$ cat src/rtl/mem_access_ctrl.sv
// mem_access_ctrl: turns sLC3 FSM memory strobes into cycle-exact SRAM pin sequences plus one I/O word
module mem_access_ctrl #(
  parameter int ADDR_W = 20,
  parameter int DATA_W = 16,
  parameter logic [15:0] IO_ADDR = 16'hFFFF,
  parameter logic [DATA_W-1:0] HEX_RST = '0
) (
  input  logic              Clk,
  input  logic              Reset,
  input  logic [15:0]       MAR,
  input  logic [DATA_W-1:0] MDR,
  input  logic              Mem_CE,
  input  logic              Mem_OE,
  input  logic              Mem_WE,
  input  logic [DATA_W-1:0] Switches,
  input  logic [DATA_W-1:0] SRAM_DQ_in,
  output logic [ADDR_W-1:0] SRAM_ADDR,
  output logic              SRAM_CE_N,
  output logic              SRAM_OE_N,
  output logic              SRAM_WE_N,
  output logic              SRAM_UB_N,
  output logic              SRAM_LB_N,
  output logic [DATA_W-1:0] SRAM_DQ_out,
  output logic              SRAM_DQ_oe,
  output logic [DATA_W-1:0] Data_to_CPU,
  output logic [DATA_W-1:0] Hex_val,
  output logic              Bus_err
);
  localparam logic [2:0] IDLE = 3'd0, RD1 = 3'd1, RD2 = 3'd2, WR_SETUP = 3'd3,
                         WR_PULSE = 3'd4, WR_HOLD = 3'd5, ERR = 3'd6;
  logic [2:0] state, nxt;
  logic [DATA_W-1:0] sw_meta, sw_sync, rd_latch, data_q;
  logic seen, is_io;
  assign is_io = MAR == IO_ADDR;
  always_comb begin
    nxt = IDLE;
    case (state)
      IDLE:     nxt = (!Mem_OE && !Mem_WE) ? ERR : !Mem_OE ? RD1 : !Mem_WE ? WR_SETUP : IDLE;
      RD1:      nxt = !Mem_OE ? RD2 : IDLE;
      WR_SETUP: nxt = !Mem_WE ? WR_PULSE : IDLE;
      WR_PULSE: nxt = WR_HOLD;
      ERR:      nxt = (Mem_OE && Mem_WE) ? IDLE : ERR;
      default:  nxt = IDLE;
    endcase
  end
  always_ff @(posedge Clk) begin
    if (Reset) begin
      state <= IDLE;
      sw_meta <= '0;
      sw_sync <= '0;
      rd_latch <= '0;
      data_q <= '0;
      Hex_val <= HEX_RST;
      Bus_err <= 1'b0;
      seen <= 1'b0;
    end else begin
      state <= nxt;
      sw_meta <= Switches;
      sw_sync <= sw_meta;
      if (state == RD1) rd_latch <= is_io ? sw_sync : SRAM_DQ_in;
      if (state == RD2) data_q <= rd_latch;
      if (state == WR_PULSE && is_io) Hex_val <= MDR;
      if (state == ERR) Bus_err <= 1'b1;
      if (state != IDLE) seen <= 1'b1;
    end
  end
  // CE stays deasserted until the first access after reset and throughout a strobe conflict
  assign SRAM_CE_N   = (state == ERR || (state == IDLE && !seen)) ? 1'b1 : Mem_CE;
  assign SRAM_OE_N   = (state == RD1 || state == RD2) ? is_io : 1'b1;
  assign SRAM_WE_N   = (state == WR_PULSE) ? is_io : 1'b1;
  assign SRAM_DQ_oe  = state == WR_SETUP || state == WR_PULSE || state == WR_HOLD;
  assign SRAM_DQ_out = SRAM_DQ_oe ? MDR : '0;
  assign SRAM_ADDR   = ADDR_W'(MAR);
  assign SRAM_UB_N   = 1'b0;
  assign SRAM_LB_N   = 1'b0;
  assign Data_to_CPU = (state == RD2) ? rd_latch : data_q;
endmodule

$ cat config.mk
export PLATFORM = sky130hd
export DESIGN_NAME = mem_access_ctrl
export DESIGN_NICKNAME = d
export VERILOG_FILES = /design/src/rtl/mem_access_ctrl.sv
export SDC_FILE = /design/constraint.sdc
export NUM_CORES = 1
export LEC_CHECK = 0
export ABC_CLOCK_PERIOD_IN_PS = 1800
export BUFFER_PORTS_ARGS = -buffer_cell sky130_fd_sc_hd__buf_2
export CAP_MARGIN = 40
export CORE_ASPECT_RATIO = 0.5
export CORE_MARGIN = 2
export CORE_UTILIZATION = 43
export DETAILED_ROUTE_END_ITERATION = 10
export PLACE_DENSITY = 0.75
export SLEW_MARGIN = 20
export SYNTH_ARGS = -nofsm -noshare
export SYNTH_HDL_FRONTEND = slang
export SYNTH_SLANG_ARGS = --single-unit
$ cat constraint.sdc
create_clock -name Clk -period 1.8 [get_ports Clk]
set_input_delay 0.36 -clock Clk [delete_from_list [all_inputs] [get_ports Clk]]
set_output_delay 0.36 -clock Clk [all_outputs]
set_load 0.005 [all_outputs]
; After elaboration in Yosys (flattened, before gate mapping)
; Index checks and enable logic that the tools add are counted.
[classes]
reduce_logical = 13
n_eq_ne = 7
muxes = 13
[ops]
columns = operator, count
row1 = two-way mux 16 bit, 3
row2 = "== test 16 bit, second input constant", 1
row3 = one-hot mux 3 bit (5 select lines), 1
row4 = "== test 3 bit, second input constant", 3
row5 = two-way mux 3 bit, 3
row6 = "== test 3 x 2 -> 1 bit, second input constant", 2
row7 = two-way mux 2 bit, 3
row8 = logical AND 1 bit, 4
row9 = logical OR 1 bit, 4
row10 = "== test 3 x 1 -> 1 bit, second input constant", 1
row11 = zero test 1 bit, 3
row12 = zero test 3 bit, 1
row13 = two-way mux 1 bit, 3
row14 = nonzero test 3 bit, 1
[totals]
register_bits = 85
inputBits = 69
output_inout_bits = 75

; Longest topological paths before layout
; Gate-level depths: netlist (run 1).
[depth]
depth_word = 4
ltp_mapped = 6

; Worst setup path before layout (run 1)
; Ideal clock, no wire load.
[synth_path]
path_type = register to output
startpoint = register state[0]
endpoint = output SRAM_DQ_out[10]
arrival_time_ns = 1.459
t_required_ns = 1.440
stages_incl_launch_ff = 7
path_buffers = 2
setup_slack_ns = -0.019
path_cell_list = dfxtp_1 > clkbuf_2 > inv_1 > or3_1 > a21boi_2 > buf_2 > nor2b_1
[synth_via]
elab_chain_cells = 4
[synth_rtl]
columns = element, line
row1 = "start, declared", 31  ; logic [2:0] state, nxt;
row2 = "start signal, assigned", 57  ; state <= nxt;
row3 = == test 3 x 2 -> 1 bit or == test 3 bit (tied branches), 71  ; assign SRAM_DQ_oe = state == WR_SETUP || state == WR_PULSE || state == WR_HOLD;
row4 = logical OR 1 bit, 71
row5 = logical OR 1 bit (*), 71
row6 = two-way mux 16 bit (*), 72  ; assign SRAM_DQ_out = SRAM_DQ_oe ? MDR : '0;
row7 = "end, declared", 23  ; output logic [DATA_W-1:0] SRAM_DQ_out,
; Every way passes the cells marked *; elsewhere a longest branch is shown, timed or not.

; Worst setup path in the final report (run 1)
[layout_path]
startpoint = register state[0]
endpoint = output Data_to_CPU[0]
[layout_via]
elab_chain_cells = 2
[layout_rtl]
columns = element, line
row1 = == test 3 x 2 -> 1 bit, 76  ; assign Data_to_CPU = (state == RD2) ? rd_latch : data_q;
row2 = two-way mux 16 bit, --
row3 = "end, declared", 25  ; output logic [DATA_W-1:0] Data_to_CPU,
; Every way passes these cells.

==> impl_metrics.toml, run 1 <==
[global_route]
track_usage_pct = 17.45
grt_pass1_vias = 2506
grt_pass1_wl_um = 12230
grt_antenna_before_repair = 0
grt_max_degree = 58
overflow = 0

[place]
portBuffers = 137
hpwl_um = 5062
globalplace.congestion = 0.8085

[power]
power_mw = 4.810
powerDensity_nw_per_um2 = 971.3
irDropWorstVdd_mv = 0.5928
power.leakage_nw = 2.237

[detailed_routing]
wirelength_um = 7845
ant_nets = 0
dr.pass1.iters = 4
wl_per_cell_um = 12.78
drt-vias-per-instance = 4.567
drcViolationCount = 0
drt_iter0_markers = 159
vias = 2804

[synthesis]
yosys.area.top_type = "dfxtp_1"
synth.top_cell.area_share_pct = 48.16
yosysWarnings = 0
synthArstFlopShare_pct = 0
ys_seq_elements = 85
synth_edf_count = 0
ys_seq_area_share_pct = 48.16
ys_types = 35
ys_top_cells_by_area = "dfxtp_1 48%, nor2b_1 11%, nand2b_1 5.7%"
synth_common_cells = "85 x dfxtp_1, 64 x nor2b_1, 32 x nand2_1, 32 x nand2b_1, 24 x buf_4"
avgSynthCellArea_um2 = 9.761
yosys_most_used_dff = "dfxtp_1"
syn_area_um2 = 3533
yosysMostFrequentCell = "dfxtp_1"
postSynthCellCount = 362

[floorplanning]
die_w_um = 132.2
coreArea_um2 = 8000
fp-row-count = 23
fp.dieH_um = 68.10
start_util_pct = 44.17
dieArea_um2 = 9002
io_pins = 144

[layout]
nets = 570
syn2layout_area_growth_pct = 40.16
fill_cells = 674
layout-drive-gt1-share_pct = 41.63
antenna_cells = 0

[clock_network]
htree_levels = 3
clock_sinks = 85
root_buffer = "clkbuf_16"
clk_latency_ns = 0.33
cts_hold_buf = 0
numCtsBuffers = 9
clock_path_buffers = 2
clk_pin_slew_ns = 0.06
cts_tree = "built"

[min_path]
hold_path.class = "input port to register"

[sta]
skew_ns = 0.004600
period_share_pct = 110.4
hold_violations = 0
setup_ws_ns = -0.1873
slew_violations = 0
setup_violations = 33
fmax_ghz = 0.5032
finalSetupTns_ns = -4.033
rsz0062_at_grt = "yes"
fin_crit_ns = 1.987

[setup_path]
start_kind = "register"
path_class = "register to primary output"
critPathCaptureType = "primary output"
path_max_fanout = 5
crit_arrival_ns = 1.63
cp_data_required_time_ns = 1.44

[run]
drv_cap = 0

[outcome]
outcome = "finished with violations"
violations = "setup timing"
==> metrics by stage <==
stage          setup slack (ns)  instance area (um^2)  cells  hold slack [ns]  utilization, %
2_1_floorplan          0.006984                  3567    367           0.4138               -
4_1_cts                 -0.1819                  4943    613           0.2279           61.79
3_5_place_dp            -0.2022                  4254    587           0.4261           53.17
3_3_place_gp            -0.1827                  4254    587           0.4163           53.17
6_report                -0.1873                  4952    614           0.2364           61.90
5_1_grt                 -0.2246                  4952    614           0.2353           61.90
==> layout by cell type (no fill, tap or decap), types with 4 or more instances in the layout <==
cell type and count:
buf_2 115, dfxtp_1 83, nor2b_1 64, nand2_1 32, nand2b_1 32, buf_6 26
nor2_1 21, buf_4 19, mux2_4 16, a311oi_1 16, mux2i_1 16, clkbuf_16 9
conb_1 6, nand4_1 5, inv_1 4
==> layout make-up <==
class | instances | area [um^2] | share of cell area [%]
Multi-Input combinational cell | 232 | 1662 | 33.55
Inverter | 6 | 25.02 | 0.5053
Clock buffer | 9 | 225.2 | 4.548
Sequential cell | 85 | 1707 | 34.46
Timing Repair Buffer | 164 | 1099 | 22.18
Clock inverter | 6 | 95.09 | 1.920
Tap cell | 112 | 140.1 | 2.830
==> timing repair <==
action                                  CTS  global route
gates resized for setup                  53             6
buffers inserted                          7             3
pin swaps                                 5             4
cloned                                    4             0
endpoints found under the setup margin   35            36
==> cell families (layout without fill, tap and decap cells) <==
kind of cell | after synthesis | in the layout | share of synthesized area, %
AO/OA/AOI/OAI | 26 | 28 | 6.091
buffers and inverters | 52 | 185 | 8.994
other | 1 | 6 | 0.1061
adder cells (fa/ha/maj) | 3 | 3 | 1.062
AND/OR/NAND/NOR | 163 | 163 | 25.96
multiplexers | 32 | 32 | 9.632
flip-flops | 85 | 85 | 48.16
==> path summary, 6_finish.rpt <==
kind          startpoint        endpoint  slack (ns)  cells past startpoint
max             state[0]  Data_to_CPU[0]       -0.19                      5
max reg2reg     state[0]      data_q[15]        0.27                      6
min          Switches[4]      sw_meta[4]        0.24                      2
min reg2reg   sw_meta[0]      sw_sync[0]        0.44                      1
==> routing by layer <==
layer | part of all wire, % | up-vias | GRT usage [%] | wire length (um)
met5 | 0 | - | 0 | 0
met2 | 46 | 96 | 28.32 | 3591
li1 | - | 1433 | - | -
met1 | 46 | 1264 | 22.88 | 3636
met4 | 1.3 | 0 | 5.242 | 105
met3 | 6.5 | 11 | 5.259 | 510
==> sequential cells by signal, indices dropped and copies added, names as in the netlist <==
| name | cells |
|---|---|
| Bus_err | 1 |
| rd_latch | 16 |
| Hex_val | 16 |
| seen | 1 |
| state | 3 |
| data_q | 16 |
| sw_meta | 16 |
| sw_sync | 16 |
==> power by group <==
part | switching (mW) | internal (mW) | leakage (nW)
clock | 0.738 | 1.22 | 0.157
combinational | 0.367 | 0.434 | 1.38
sequential | 0.0565 | 1.99 | 0.696
total | 1.16 | 3.65 | 2.24
==> critical path, stage by stage (launching register included) <==
cell and delay, ns:
dfxtp_4 0.36, nor3_4 0.22, buf_6 0.16, buf_12 0.12, mux2_4 0.31, buf_6 0.12
(Power assumes the default switching activity.)
==> run 2, diff against run 1 <==
Settings changed: SKIP_CTS_REPAIR_TIMING from default to 1.
==> run 2 against run 1 <==
  * The flow still finishes with violations (setup timing)
  * Total power shrank 2.2%
  * Critical path depth stayed put
  * Sequential power barely moved
  * Maximum frequency up 1.5%
  * Combinational power is 12% lower
  * Final cell count decreased by 0.98%
  * Core utilization decreased by 2.6 points
  * First-iteration DRC count is 20% lower
  * Worst hold slack gained 0.00088 ns
  * Clock skew is essentially flat
  * Critical path type unchanged
  * Critical endpoint is now Data_to_CPU[4]
  * Largest power group unchanged
==> impl_metrics.toml, run 2 (synthesis gave the netlist of run 1 again) <==
[layout]
fill_cells = 698
layout_common_cells = "129 x buf_2, 83 x dfxtp_1, 62 x nor2b_1"
final_util_pct = 59.32
nets = 564
final_common_cell = "buf_2"
antenna_cells = 0
fin_area_um2 = 4746
syn2layout_area_growth_pct = 34.31
layout-drive-gt1-share_pct = 41.13

[sta]
fmax_ghz = 0.5107
setup_violations = 34
period_share_pct = 108.8
skew_ns = 0.004243
hold_violations = 0
slew_violations = 0
fin_crit_ns = 1.958
rsz0062_at_grt = "yes"
setup_ws_ns = -0.1579

[setup_path]
path_class = "register to primary output"
cp_data_required_time_ns = 1.44
crit_arrival_ns = 1.60
critPathCaptureType = "primary output"
start_kind = "register"
path_max_fanout = 17

[detailed_routing]
drcViolationCount = 0
vias = 2731
drt-vias-per-instance = 4.492
wl_per_cell_um = 12.16
ant_nets = 0
drt_iter0_markers = 127
wirelength_um = 7396
dr.pass1.iters = 4

[clock_network]
numCtsBuffers = 9
clk_pin_slew_ns = 0.06
clk_latency_ns = 0.33
clock_path_buffers = 2
htree_levels = 3
clock_sinks = 85
root_buffer = "clkbuf_16"
cts_tree = "built"

[power]
power_mw = 4.703
irDropWorstVdd_mv = 0.5484
power.leakage_nw = 2.177
powerDensity_nw_per_um2 = 991.0

[run]
drv_cap = 0

[floorplanning]
dieArea_um2 = 9002
coreArea_um2 = 8000
start_util_pct = 44.17
fp.dieH_um = 68.10
fp-row-count = 23
die_w_um = 132.2
io_pins = 144

[global_route]
grt_max_degree = 58
grt_antenna_before_repair = 0
grt_pass1_vias = 2335
overflow = 0
track_usage_pct = 15.47
grt_pass1_wl_um = 10940

[place]
portBuffers = 137
placed_cell_area_um2 = 4254
globalplace.congestion = 0.8085
hpwl_um = 5062

[min_path]
hold_path.class = "input port to register"

[outcome]
violations = "setup timing"
outcome = "finished with violations"
[run 2: through the flow]
| step | setup WS, ns | instances | hold slack (ns) | setup TNS [ns] |
|---|---|---|---|---|
| after floorplan | 0.006984 | 367 | 0.4138 | 0 |
| after CTS | -0.4034 | 602 | 0.2279 | -10.56 |
| after global routing | -0.2163 | 608 | 0.2352 | -6.416 |
| after detailed placement | -0.2022 | 587 | 0.4261 | -0.8495 |
| final | -0.1579 | 608 | 0.2373 | -4.304 |
| after global placement | -0.1827 | 587 | 0.4163 | -0.2897 |
[run 2: report_power, final]
part	internal (mW)	leakage, nW	total [mW]	switching (mW)
sequential	1.99	0.696	2.04	0.0529
combinational	0.367	1.32	0.706	0.340
clock	1.22	0.157	1.95	0.729
total	3.58	2.18	4.70	1.12
[run 2: metal layers]
layer,vias to the layer above,global-route usage [%],share of wire (%)
met3,12,5.259,5.7
li1,1423,-,-
met2,80,25.07,46
met4,0,5.242,1.5
met5,-,0,0
met1,1216,19.75,47
[run 2: path summary, 6_finish.rpt]
path / to / slack [ns] / start / depth (start not counted)
worst min-delay path: sw_meta[4] / 0.24 / Switches[4] / 2
worst min register to register: sw_sync[0] / 0.44 / sw_meta[0] / 1
worst max register to register: rd_latch[11] / 0.32 / state[0] / 6
worst max-delay path: Data_to_CPU[4] / -0.16 / state[1] / 5
[run 2: critical path, cell delays in order (launching register included)]
cell     delay [ns]
dfxtp_2        0.35
inv_4          0.05
nor3_4         0.19
buf_12         0.18
mux2_2         0.36
buf_2          0.13
[run 2: area by class of cell]
class,count,area (um^2),area share (%)
Inverter,6,25.02,0.5273
Timing Repair Buffer,158,938.4,19.77
Multi-Input combinational cell,232,1615,34.04
Clock buffer,9,225.2,4.746
Tap cell,112,140.1,2.953
Sequential cell,85,1707,35.96
Clock inverter,6,95.09,2.004
